--- src/rtl/stage_router_pkg.sv ---
// ---------------------------------------------------------------------------
// stage_router_pkg
// Shared constants for the stage router and its switch conditioning.
//   - stage codes used by the game-level stage engines
//   - bit positions inside the 6-bit {RU,RD,GU,GD,BU,BD} RGB word
//   - default widths for the buzzer note select and stage_select fields
//   - cntWidth(): counter width needed to hold 0..maxVal (never below 1)
// ---------------------------------------------------------------------------
package stage_router_pkg;

    // Stage codes carried on cur_stage / next_stage_flag
    localparam logic [2:0] OPENING = 3'd0;
    localparam logic [2:0] STAGE1  = 3'd1;
    localparam logic [2:0] STAGE2  = 3'd2;
    localparam logic [2:0] STAGE3  = 3'd3;
    localparam logic [2:0] FINISH  = 3'd4;

    // Bit positions in one stage's RGB slice
    localparam int RU = 5;
    localparam int RD = 4;
    localparam int GU = 3;
    localparam int GD = 2;
    localparam int BU = 1;
    localparam int BD = 0;
    localparam int RGB_W = 6;

    // Default field widths
    localparam int NOTE_W_DEF = 4;
    localparam int SEL_W_DEF  = 2;

    // Width of a counter that must hold every value from 0 to maxVal
    function automatic int cntWidth(input int maxVal);
        if (maxVal <= 1) begin
            return 1;
        end
        return $clog2(maxVal + 1);
    endfunction

endpackage

--- src/rtl/sw_debounce.sv ---
// ---------------------------------------------------------------------------
// sw_debounce
// Conditions one raw push switch: 2-flop synchroniser, consecutive-difference
// debounce counter, stable level and a registered one-cycle rising pulse.
// Ports:
//   clk      - system clock
//   reset    - asynchronous active-low reset
//   sw_i     - raw asynchronous switch pin
//   level_o  - debounced switch level
//   rise_o   - one-cycle pulse, high in the cycle level_o first reads 1
// ---------------------------------------------------------------------------
module sw_debounce
    import stage_router_pkg::*;
#(
    parameter int DEB_CYCLES = 8
) (
    input  logic clk,
    input  logic reset,
    input  logic sw_i,
    output logic level_o,
    output logic rise_o
);

    localparam int CNT_W = cntWidth(DEB_CYCLES - 1);
    localparam logic [CNT_W-1:0] CNT_LAST = CNT_W'(DEB_CYCLES - 1);

    logic             sync1_q;
    logic             sync2_q;
    logic [CNT_W-1:0] cnt_q;
    logic [CNT_W-1:0] cnt_d;
    logic             level_q;
    logic             level_d;
    logic             rise_q;
    logic             rise_d;

    // The stable level only moves after DEB_CYCLES consecutive edges on which
    // the synchronised pin disagrees with it; any agreement restarts the count.
    // The rise pulse is computed here so it lines up with the level update.
    always_comb begin
        cnt_d   = cnt_q;
        level_d = level_q;
        rise_d  = 1'b0;
        if (sync2_q != level_q) begin
            if (cnt_q == CNT_LAST) begin
                level_d = sync2_q;
                cnt_d   = '0;
                rise_d  = sync2_q;
            end else begin
                cnt_d = cnt_q + CNT_W'(1);
            end
        end else begin
            cnt_d = '0;
        end
    end

    // Synchroniser flops plus the debounce state registers
    always_ff @(posedge clk or negedge reset) begin
        if (!reset) begin
            sync1_q <= 1'b0;
            sync2_q <= 1'b0;
            cnt_q   <= '0;
            level_q <= 1'b0;
            rise_q  <= 1'b0;
        end else begin
            sync1_q <= sw_i;
            sync2_q <= sync1_q;
            cnt_q   <= cnt_d;
            level_q <= level_d;
            rise_q  <= rise_d;
        end
    end

    assign level_o = level_q;
    assign rise_o  = rise_q;

endmodule

--- src/rtl/stage_router.sv ---
// ---------------------------------------------------------------------------
// stage_router
// Routes the LED, buzzer and stage-flow outputs of the active stage engine to
// registered outputs, conditions the push switches, and blanks outputs and
// switch pulses for BLANK_CYCLES clocks after every stage change.
// Ports:
//   clk, reset        - clock, asynchronous active-low reset
//   cur_stage         - active stage index (out-of-range selects stage 0)
//   sw_in             - raw switch pins
//   sw_level, sw_rise - debounced levels, masked one-cycle rising pulses
//   st_*              - per-stage packed slices from the stage engines
//   rgb_out, sound_en, note_sel, next_stage_flag, stage_select
//                     - registered outputs of the selected stage
//   blank_busy        - high while the blanking window is active
// ---------------------------------------------------------------------------
module stage_router
    import stage_router_pkg::*;
#(
    parameter int NUM_STAGES   = 5,
    parameter int STG_W        = $clog2(NUM_STAGES),
    parameter int NUM_SW       = 4,
    parameter int DEB_CYCLES   = 8,
    parameter int NOTE_W       = NOTE_W_DEF,
    parameter int SEL_W        = SEL_W_DEF,
    parameter int BLANK_CYCLES = 4
) (
    input  logic                         clk,
    input  logic                         reset,
    input  logic [STG_W-1:0]             cur_stage,
    input  logic [NUM_SW-1:0]            sw_in,
    output logic [NUM_SW-1:0]            sw_level,
    output logic [NUM_SW-1:0]            sw_rise,
    input  logic [NUM_STAGES*RGB_W-1:0]  st_rgb,
    input  logic [NUM_STAGES-1:0]        st_sound_en,
    input  logic [NUM_STAGES*NOTE_W-1:0] st_note_sel,
    input  logic [NUM_STAGES*STG_W-1:0]  st_next_flag,
    input  logic [NUM_STAGES*SEL_W-1:0]  st_select,
    output logic [RGB_W-1:0]             rgb_out,
    output logic                         sound_en,
    output logic [NOTE_W-1:0]            note_sel,
    output logic [STG_W-1:0]             next_stage_flag,
    output logic [SEL_W-1:0]             stage_select,
    output logic                         blank_busy
);

    localparam int BLK_W = cntWidth(BLANK_CYCLES);

    logic [NUM_SW-1:0] riseRaw;

    logic [RGB_W-1:0]  rgbSel;
    logic              soundSel;
    logic [NOTE_W-1:0] noteSel;
    logic [STG_W-1:0]  nextSel;
    logic [SEL_W-1:0]  selSel;

    logic [STG_W-1:0]  cur_q;
    logic              chg;
    logic [BLK_W-1:0]  blankCnt_q;
    logic [BLK_W-1:0]  blankCnt_d;
    logic              blankNext;

    logic [RGB_W-1:0]  rgb_q;
    logic [RGB_W-1:0]  rgb_d;
    logic              sound_q;
    logic              sound_d;
    logic [NOTE_W-1:0] note_q;
    logic [NOTE_W-1:0] note_d;
    logic [STG_W-1:0]  next_q;
    logic [STG_W-1:0]  next_d;
    logic [SEL_W-1:0]  sel_q;
    logic [SEL_W-1:0]  sel_d;

    // One conditioner per switch
    for (genvar i = 0; i < NUM_SW; i++) begin : g_sw
        sw_debounce #(
            .DEB_CYCLES (DEB_CYCLES)
        ) u_deb (
            .clk     (clk),
            .reset   (reset),
            .sw_i    (sw_in[i]),
            .level_o (sw_level[i]),
            .rise_o  (riseRaw[i])
        );
    end

    // Stage mux: stage 0 is the fallback, so any cur_stage that matches no
    // engine (out of range) lands on the opening stage.
    always_comb begin
        rgbSel   = st_rgb[RGB_W-1:0];
        soundSel = st_sound_en[0];
        noteSel  = st_note_sel[NOTE_W-1:0];
        nextSel  = st_next_flag[STG_W-1:0];
        selSel   = st_select[SEL_W-1:0];
        for (int s = 1; s < NUM_STAGES; s++) begin
            if (cur_stage == STG_W'(s)) begin
                rgbSel   = st_rgb[s*RGB_W +: RGB_W];
                soundSel = st_sound_en[s];
                noteSel  = st_note_sel[s*NOTE_W +: NOTE_W];
                nextSel  = st_next_flag[s*STG_W +: STG_W];
                selSel   = st_select[s*SEL_W +: SEL_W];
            end
        end
    end

    // Blank counter next state. A stage change (re)loads the full window;
    // otherwise it counts down to zero. blankNext tells the output registers
    // whether the cycle being loaded still lies inside the window, which
    // keeps blanked outputs and blank_busy exactly aligned.
    assign chg = (cur_stage != cur_q);

    always_comb begin
        blankCnt_d = '0;
        if (BLANK_CYCLES != 0) begin
            if (chg) begin
                blankCnt_d = BLK_W'(BLANK_CYCLES);
            end else if (blankCnt_q != '0) begin
                blankCnt_d = blankCnt_q - BLK_W'(1);
            end
        end
    end

    assign blankNext = (blankCnt_d != '0);

    // Output register inputs; stage_select deliberately bypasses blanking
    always_comb begin
        rgb_d   = blankNext ? '0   : rgbSel;
        sound_d = blankNext ? 1'b0 : soundSel;
        note_d  = blankNext ? '0   : noteSel;
        next_d  = blankNext ? '0   : nextSel;
        sel_d   = selSel;
    end

    // Stage copy, blank counter and output registers
    always_ff @(posedge clk or negedge reset) begin
        if (!reset) begin
            cur_q      <= '0;
            blankCnt_q <= '0;
            rgb_q      <= '0;
            sound_q    <= 1'b0;
            note_q     <= '0;
            next_q     <= '0;
            sel_q      <= '0;
        end else begin
            cur_q      <= cur_stage;
            blankCnt_q <= blankCnt_d;
            rgb_q      <= rgb_d;
            sound_q    <= sound_d;
            note_q     <= note_d;
            next_q     <= next_d;
            sel_q      <= sel_d;
        end
    end

    assign blank_busy      = (blankCnt_q != '0);
    assign sw_rise         = riseRaw & ~{NUM_SW{blank_busy}};
    assign rgb_out         = rgb_q;
    assign sound_en        = sound_q;
    assign note_sel        = note_q;
    assign next_stage_flag = next_q;
    assign stage_select    = sel_q;

endmodule

--- config.mk ---
export PLATFORM = sky130hd
export DESIGN_NAME = stage_router
export DESIGN_NICKNAME = d
export VERILOG_FILES = /design/src/rtl/stage_router_pkg.sv /design/src/rtl/sw_debounce.sv /design/src/rtl/stage_router.sv
export SDC_FILE = /design/constraint.sdc
export NUM_CORES = 1
export LEC_CHECK = 0
export CORE_MARGIN = 4
export CORE_UTILIZATION = 25
export CTS_CLUSTER_DIAMETER = 150
export CTS_CLUSTER_SIZE = 28
export DETAILED_ROUTE_END_ITERATION = 16
export GPL_ROUTABILITY_DRIVEN = 0
export PLACE_DENSITY = 0.57
export SYNTH_ARGS = -nofsm -noshare
export SYNTH_HDL_FRONTEND = slang
export SYNTH_SLANG_ARGS = --single-unit
--- constraint.sdc ---
create_clock -name clk -period 1.85 [get_ports clk]
set_input_delay 0.37 -clock clk [delete_from_list [all_inputs] [get_ports clk]]
set_output_delay 0.37 -clock clk [all_outputs]
set_load 0.02 [all_outputs]
==> results of run 1 <==
-- registers in the layout (all words and copies together) (netlist names) --
name                count
rgb_out                 6
sound_en                1
g_sw.u_deb.rise_o       4
g_sw.u_deb.cnt_q       12
note_sel                4
blankCnt_q              3
g_sw.u_deb.sync2_q      4
g_sw.u_deb.sync1_q      4
g_sw.u_deb.level_o      4
cur_q                   3
stage_select            2
next_stage_flag         3
-- final timing paths --
path | endpoint | slack (ns) | cells past startpoint | startpoint
max reg2reg | rgb_out[2] | 0.19 | 8 | blankCnt_q[1]
min reg2reg | g_sw[3].u_deb.sync2_q | 0.35 | 0 | g_sw[3].u_deb.sync1_q
max in group asynchronous | rgb_out[3] | 1.18 | 2 | reset
min in group clk | g_sw[3].u_deb.sync2_q | 0.35 | 0 | g_sw[3].u_deb.sync1_q
max | blank_busy | 0.1 | 4 | blankCnt_q[1]
min | g_sw[1].u_deb.sync2_q | 0.07 | 1 | reset
-- layer usage --
metal  vias to the layer above  routed length [microns]
li1                       1075                        -
met1                       995                     2710
met2                        83                     3300
met3                         4                      559
met4                         0                       65
met5                         -                        0
-- logic make-up (layout without fill, tap and decap cells) --
kind of cell,after synthesis,after routing,synth area share [%]
AOI/OAI and AO/OA,54,54,15.5
buffers and inverters,23,149,6.33
and+or+nand+nor,66,66,14.1
adders and majority gates,10,10,4.87
DFF,50,50,48.7
xor gates and xnor gates,7,7,2.39
muxes,19,19,8.13
-- cell usage in the layout, fill, tap and decap left out, drive strengths merged, types with 7 or more instances in the layout --
cell and n:
and2 8, a222oi 14, dfrtp 50, a211oi 14, ha 10, nor2 19, and2b 7, nand2 8
nor2b 11, buf 27, o21ai 18, clkdlybuf4s50 107, mux2 15
-- final cells by class --
type,count,area [sq um]
Fill cell,976,5890
Inverter,6,22.5
Clock inverter,2,37.5
Multi-Input combinational cell,156,1180
Tap cell,133,166
Sequential cell,50,1250
Clock buffer,6,72.6
Timing Repair Buffer,135,1290
-- through the flow --
stage	setup TNS, ns	setup WS (ns)
6_report	0	0.0967
5_1_grt	0	0.0220
4_1_cts	0	0.0162
3_5_place_dp	-2.37	-0.176
3_3_place_gp	-2.10	-0.159
2_1_floorplan	0	0.371
-- power breakdown --
| part | switching [mW] | internal, mW |
|---|---|---|
| Sequential | 0.0951 | 1.25 |
| Combinational | 0.345 | 0.494 |
| Clock | 0.346 | 0.404 |
-- timing repair --
action,in CTS,in global routing
buffers inserted,1,0
setup endpoints to repair,5,3
pin swaps,1,0
resized for setup,19,2
hold endpoints to repair,0,0
-- worst max-delay path: stages, from the launching register on --
cell	delay [ns]
dfrtp_1	0.42
nor2_4	0.15
ha_4	0.18
inv_1	0.04
dlygate4sd2_1	0.31
==> results, run 1 <==
- The transition time at the pin with the least slew margin is 0.594 ns.
- For this run, global-route usage on met1 was measured as a little over an eighth.
- The overall power of the completed layout is about 2.9 mW.
- The clock slew at the register clock pins of the worst setup and hold paths is approximately 0.090 ns.
- The largest total area in the synthesized netlist belongs to dfrtp_1.
- The hold buffer count at cts is 0.
- The first detailed-routing pass took 4 iterations.
- The met3 usage is 3.70%.
- The required time of the worst setup path is 1.48 ns.
- Along the worst path, the maximum fanout reaches 6.
- Hold is met by 0.0705 ns.
- The kind of end point of the critical path is a primary output.
- The count of endpoints failing setup in the final report is 0.
- Setup repair after global routing left no endpoint under its margin.
- The min-delay analysis places its worst path in the category input pin to async pin.
- Summing the sequential cell areas from Yosys gives 48.7% of the chip area.
- Using the TritonRoute via totals, the vias-per-cell ratio works out to approximately 4.4.
- The gate count after technology mapping is between 200 and 250.
- In this run the cell area of the synthesized design comes to 0.00257 sq mm.
- Pin placement for this block handled between 100 and 150 I/O pins.
- From synthesis to final layout, the design area changed by 56.6%.
- The number of buffers inserted by port buffering is 113.
- The distinct cell type count after synthesis is 33.
- For this run, global-route usage on met2 was measured as 20.2%.
- The analysis attributes to cell leakage a power of around 1.7 nW.
- The number of slew-limit violations in the final report came to 0.
- The number of nets still failing antenna checks after routing is 0.
- The total number of clock tree sinks is 50.
- Summed over all layers, the global routing overflow is 0.
- The flow ran to the end, and the final reports show no timing, DRC or antenna violations.
- The combined global-route utilization of all metal layers is 11.4%.
- The yosys synthesis warning count is 0.
- The starting density of the core is 25.9%.
- For this run, design rule violations remaining after detail routing come to 0.
- The post-route netlist has 15.8% of its cells at a drive strength greater than 1.
- The initial antenna violation count is 0.
- The number of placed instances, taps included, is 479.
- The type of the worst setup path is register to primary output.
- The final number of hold-violating endpoints is 0.
- Sorting the synthesized cells by how often they occur yields 50 x dfrtp_1, 19 x nor2_1, 18 x o21ai_0.
- The detailed router finished its first iteration with 65 violations.
- The TritonCTS clock tree is built.
- The number of maximum-capacitance violations is 0.
- The first global-routing pass estimated around 11000 microns of wire.
- The data arrival time of the critical path is 1.38 ns.
- The via count of the first global-routing pass is approximately 2200.
- Counting every net in the synthesized netlist gives ~330.
- The worst ir drop on vdd is 0.317 mV.
- The number of clock buffers added by TritonCTS is 5.
- The synthesized area per cell is between 10 and 15 sq um.
- The routed design has about 6600 microns of wire.
- The clock passes through at most 2 buffers.
- The die covers around 0.012 sq mm.
- The height of the chip is roughly 110 microns.
- The most used standard cell by instance count after synthesis is dfrtp_1.
- After routing the design area is 0.00402 sq mm.
- The shortest period the worst path allows is 1.75 ns.
- The core occupancy in the finished layout is 40.6%.
- The cell at the root of the clock tree is clkbuf_8.
- After synthesis, the share of flip-flops with an asynchronous set or reset is 100%.
- The maximum number of pins on one net before global-route repair is 28.
- Summed over its instances, the top area cell type makes up between 40 and 50% of the synthesized netlist area.
- The primary flip-flop cell chosen by synthesis mapping is dfrtp_1.
- Leaving out filler cells and counting taps, the final layout contains 488.
- The worst clock skew on the final layout is 0.00866 ns.
- The deepest level of the CTS H-tree is 2.
- Dividing total power by cell area gives a power density of 730 mW/mm^2.
- Measured against its own limit, the worst slew margin works out to approximately three fifths.
- The critical path startpoint category is a register.
- The half-perimeter wire length of the detailed placement result is 5510 microns.
- The core outline area is 0.00991 sq mm.
- Dividing the final minimum period by the clock period gives 94.8%.
- The layer flagged by global routing as most heavily used is met2.
- Detailed routing inserted a total of 2157 vias.
- For this run, the top clock speed supported by timing is 570 MHz.
- The number of nets in the layout is 453.
- The source-to-sink clock delay at the later pin of the worst-skew pair is 0.29 ns.
- Row generation in the floorplan step produced 36 rows.
- The register bit count reported by yosys is 50.
- The die is between 100 and 150 microns wide.
- Ranked by total cell area, the synthesized netlist is headed by dfrtp_1 49%, mux2_2 6.6%, a222oi_1 5.5%.
- 0 antenna diodes ended up in the layout.
- Dividing the detail-routed wire length by the instance count gives 13.6 microns.
- The placed standard-cell area is 0.00391 sq mm.
- The count of flip-flops with a built-in enable after synthesis is 0.
No activity file was read; power rests on OpenSTA's default activity.
==> inputs of run 2 (changes only) <==
Settings changed: CORE_MARGIN 4 to 5, SYNTH_HIERARCHICAL set to 1.
==> results, run 2 <==
- The flow ran to the end, and the final reports show no timing, DRC or antenna violations.
- The primary flip-flop cell chosen by synthesis mapping is dfrtp_1.
- In this run the critical register-to-register path is captured at note_sel[3].
- The clock buffer count from CTS is 5 (unchanged).
- The diode insertion count for antenna repair is 0 (unchanged).
- The hold buffer count at cts is 0 (unchanged).
- Walking the worst path, the cells encountered are clkdlybuf4s50_1 > buf_4 > nor2b_2 > buf_4 > a221oi_1 > buf_4 > nor3_1.
- The placed standard-cell area is 0.00412 sq mm (+5.4%).
- The period utilization was 95.5% (+0.77 points).
- The count of endpoints failing setup in the final report is 0 (unchanged).
- The library cell used most frequently in the layout, excluding fill and tap cells, is clkdlybuf4s50_1.
- The total number of clock tree sinks was 50 (unchanged).
- The overall power of the completed layout is 3.10 mW (+5.6%).
- In this run the worst setup path terminates at sound_en.
- The detailed-router iteration count before antenna repair is 4 (unchanged).
- The worst ir drop on vdd is 0.370 mV (+16%).
- The power per cell area is 730 mW/mm^2 (about the same).
- The distinct cell type count after synthesis is 33 (unchanged).
- The data arrival time of the critical path is 1.93 ns (+0.55 ns).
- In the post-synthesis netlist, the biggest area contributors are dfrtp_1 47%, a221oi_2 5.6%, ha_1 4.7%.
- The synthesized area per cell is 11.5 sq um (+2.2%).
- Among cell families on the critical path, the largest total delay comes from buffers and inverters.
- The worst setup margin came to 0.0824 ns (-0.0142 ns).
- The largest buffer count on any clock path came to 2 (unchanged).
- The height of the chip is 114 microns (+3.8%).
- The detailed-route DRC error count is 0 (unchanged).
- The total negative setup slack is 0 ns (unchanged).
- The flip-flop count of the largest register after layout came to 12 (unchanged).
- The starting density of the core is 25.7% (-0.18 points).
- The global-route wire length before repair came to 11800 microns (+9.3%).
- The chip width was 114 microns (+3.8%).
- The total routed wirelength came to 7760 microns (+17%).
- In the layout the commonest cells are 106 x clkdlybuf4s50_1, 50 x dfrtp_1, 23 x buf_4.
- The post-detailed-route via-to-cell ratio is 4.37 (-1.1%).
- The source-to-sink clock delay at the later pin of the worst-skew pair came to 0.30 ns (about the same).
- The slowest stage of the critical path is the clkdlybuf4s50_1 cell.
- The number of buffers added for setup after CTS came to 0 (-1).
- The leftover overflow at the end of global routing was 0 (unchanged).
- The half-perimeter wire length of the detailed placement result is 6210 microns (+13%).
- The classification of the worst-slack hold path is input pin to async pin.
- The number of slew-limit violations in the final report was 0 (unchanged).
- The fraction of layout instances using a drive strength above 1 was 24.4% (+8.6 points).
- The pre-CTS setup slack is -0.273 ns (-0.0968 ns).
- The number of buffers and inverters on the critical path was 4 (+2).
- The TritonCTS clock tree is built.
- The initial antenna violation count came to 0 (unchanged).
- The type of the worst setup path is input pin to register.
- The transition time at the pin with the least slew margin is 0.591 ns (-0.00293 ns).
- The worst register-to-register path begins at blankCnt_q[0].
- The kind of end point of the critical path is a register.
- The required time of the worst setup path is 2.02 ns (+0.54 ns).
- The top register by number of flip-flops is g_sw.u_deb/cnt_q.
- The number of nets in the layout is 463 (+2.2%).
- The core occupancy in the finished layout was 40.8% (+0.18 points).
- The floorplan die area is 0.0129 sq mm (+7.8%).
- The maximum clock rate is 566 MHz (-0.81%).
- The depth of the worst register-to-register path is 6 (-2).
- The area of all placed cells without fillers is 0.00425 sq mm (+5.6%).
- The depth of the critical timing path with buffers and inverters included is 7 (+3).
- Setup repair after global routing left no endpoint under its margin.
- The I/O pin total came to 114 (unchanged).
- The via total after detailed routing is 2189 (+1.5%).
- The number of maximum-capacitance violations is 0 (unchanged).
- The maximum number of pins on one net before global-route repair is 51 (+82%).
- By count the netlist is led by 50 x dfrtp_1, 20 x nor2_1, 18 x a21oi_1.
- The most critical setup path has its startpoint at cur_stage[2].
- The combined global-route utilization of all metal layers is 11.7% (+0.32 points).
- The netlist area before placement came to 0.00268 sq mm (+4.4%).
- The gate count after technology mapping came to 234 (+2.2%).
- The yosys synthesis warning count was 6 (+6).
- The worst clock skew on the final layout is 0.00474 ns (-0.00392 ns).
- The number of nets still failing antenna checks after routing is 0 (unchanged).
- The proportion of netlist area held by the largest area contributor is 46.7% (-2.0 points).
- The slack of the worst reg-to-reg path was 0.19 ns (about the same).
- The number of rows created at floorplan is 37 (+2.8%).
- The proportion of register bits with asynchronous set or reset after synthesis came to 100% (unchanged).
- The via count of the first global-routing pass is 2235 (-0.31%).
- The count of flip-flops with a built-in enable after synthesis was 0 (unchanged).
- The deepest level of the CTS H-tree came to 2 (unchanged).
- Compared with the post-synthesis result, the final layout area differs by 58.4%.
- The final number of hold-violating endpoints is 0 (unchanged).
- In this run the clock root is driven by a clkbuf_8.
- The shortest period the worst path allows is 1.77 ns (+0.0142 ns).
- The clock slew at the register clock pins of the worst setup and hold paths came to 0.10 ns (about the same).
- The number of violations reported at the end of detailed-routing iteration 0 came to 75 (+15%).
- The static leakage power is 1.82 nW (+4.9%).
- The top fanout value on the critical path is 8 (+2).
- The number of nets produced by synthesis is 333 (+1.5%).
- The register bit count reported by yosys is 50 (unchanged).
- The core outline area is 0.0104 sq mm (+5.1%).
- The number of buffers inserted by port buffering is 113 (unchanged).
- The sequential fraction of the synthesis area was 46.7% (-2.0 points).
- The wire length per cell after detailed routing was 15.5 microns (+14%).
- The largest total area in the synthesized netlist belongs to dfrtp_1.
- The relative slew slack came to 60.4% (about the same).
- The most common cell in the synthesized netlist is dfrtp_1.
- The most common cell type on the critical path is buf_4.
- The highest cell delay on the worst timing path came to 0.60 ns (+0.18 ns).
- The critical path startpoint category is an input pin.
-- run 2: changes by cell type after synthesis, moves of 14 or more --
cell	previous run	this run
a222oi_1	14	0
nand3b_1	0	14
a21oi_1	4	18
a211oi_1	14	0
-- run 2: how the worst min path moves through the flow --
stage / from / end / slack (ns) / cells past startpoint
floorplan: reset / blankCnt_q[0] / 0.07 / 0
finish: reset / g_sw[1].u_deb/sync2_q / 0.03 / 2
global route: reset / g_sw[3].u_deb/level_o / 0.04 / 2
global placement: g_sw[1].u_deb/sync1_q / g_sw[1].u_deb/sync2_q / 0.33 / 0
CTS: reset / g_sw[3].u_deb/level_o / 0.04 / 2
detailed placement: g_sw[3].u_deb/sync1_q / g_sw[3].u_deb/sync2_q / 0.34 / 0
-- run 2: stage by stage --
| step | hold slack, ns | cells |
|---|---|---|
| 2_1_floorplan | 0.0744 | 234 |
| 3_3_place_gp | 0.333 | 493 |
| 3_5_place_dp | 0.337 | 493 |
| 4_1_cts | 0.0422 | 501 |
| 5_1_grt | 0.0429 | 501 |
| 6_report | 0.0271 | 501 |
-- run 2: worst register-to-register path, cell delays in order (launching register included) --
cell and delay (ns):
dfrtp_1 0.40, nor2_4 0.06, ha_4 0.18, buf_4 0.14, o21a_1 0.12, o211ai_4 0.50
nor3_1 0.13
-- run 2: cell families (layout without fill, tap and decap cells) --
group	after synthesis	count (layout)	synth area share [%]
AOI/OAI and AO/OA	45	45	13.9
xor gates and xnor gates	7	7	3.13
adders and majority gates	10	10	4.67
buffers and inverters	24	155	5.23
DFF	50	50	46.7
muxes	16	16	6.63
and+or+nand+nor	82	82	19.8
-- run 2: routing by layer --
| metal | up-vias | track usage, % | part of all wire [%] |
|---|---|---|---|
| met4 | 0 | 4.01 | 1.8 |
| met2 | 71 | 18.4 | 48 |
| met3 | 8 | 2.28 | 4.3 |
| met1 | 1025 | 16.1 | 46 |
| li1 | 1085 | - | - |
| met5 | - | 0 | 0 |
-- run 2: what timing repair did --
item                       4_1_cts  5_1_grt
gates resized for setup         18        8
pin swaps                        1        3
setup endpoints to repair        5       10
-- run 2: area by class of cell --
| cell class | instances | area, sq um |
|---|---|---|
| Sequential cell | 50 | 1250 |
| Timing Repair Buffer | 140 | 1360 |
| Tap cell | 136 | 170 |
| Clock inverter | 2 | 38.8 |
| Inverter | 7 | 26.3 |
| Multi-Input combinational cell | 160 | 1320 |
| Fill cell | 1022 | 6170 |
| Clock buffer | 6 | 82.6 |
-- run 2: power breakdown --
group | total [mW] | internal, mW | leakage [nW] | switching, mW
clock network | 0.824 | 0.445 | 0.0618 | 0.379
logic | 0.918 | 0.542 | 1.10 | 0.376
registers | 1.36 | 1.25 | 0.651 | 0.105
total | 3.10 | 2.24 | 1.82 | 0.860
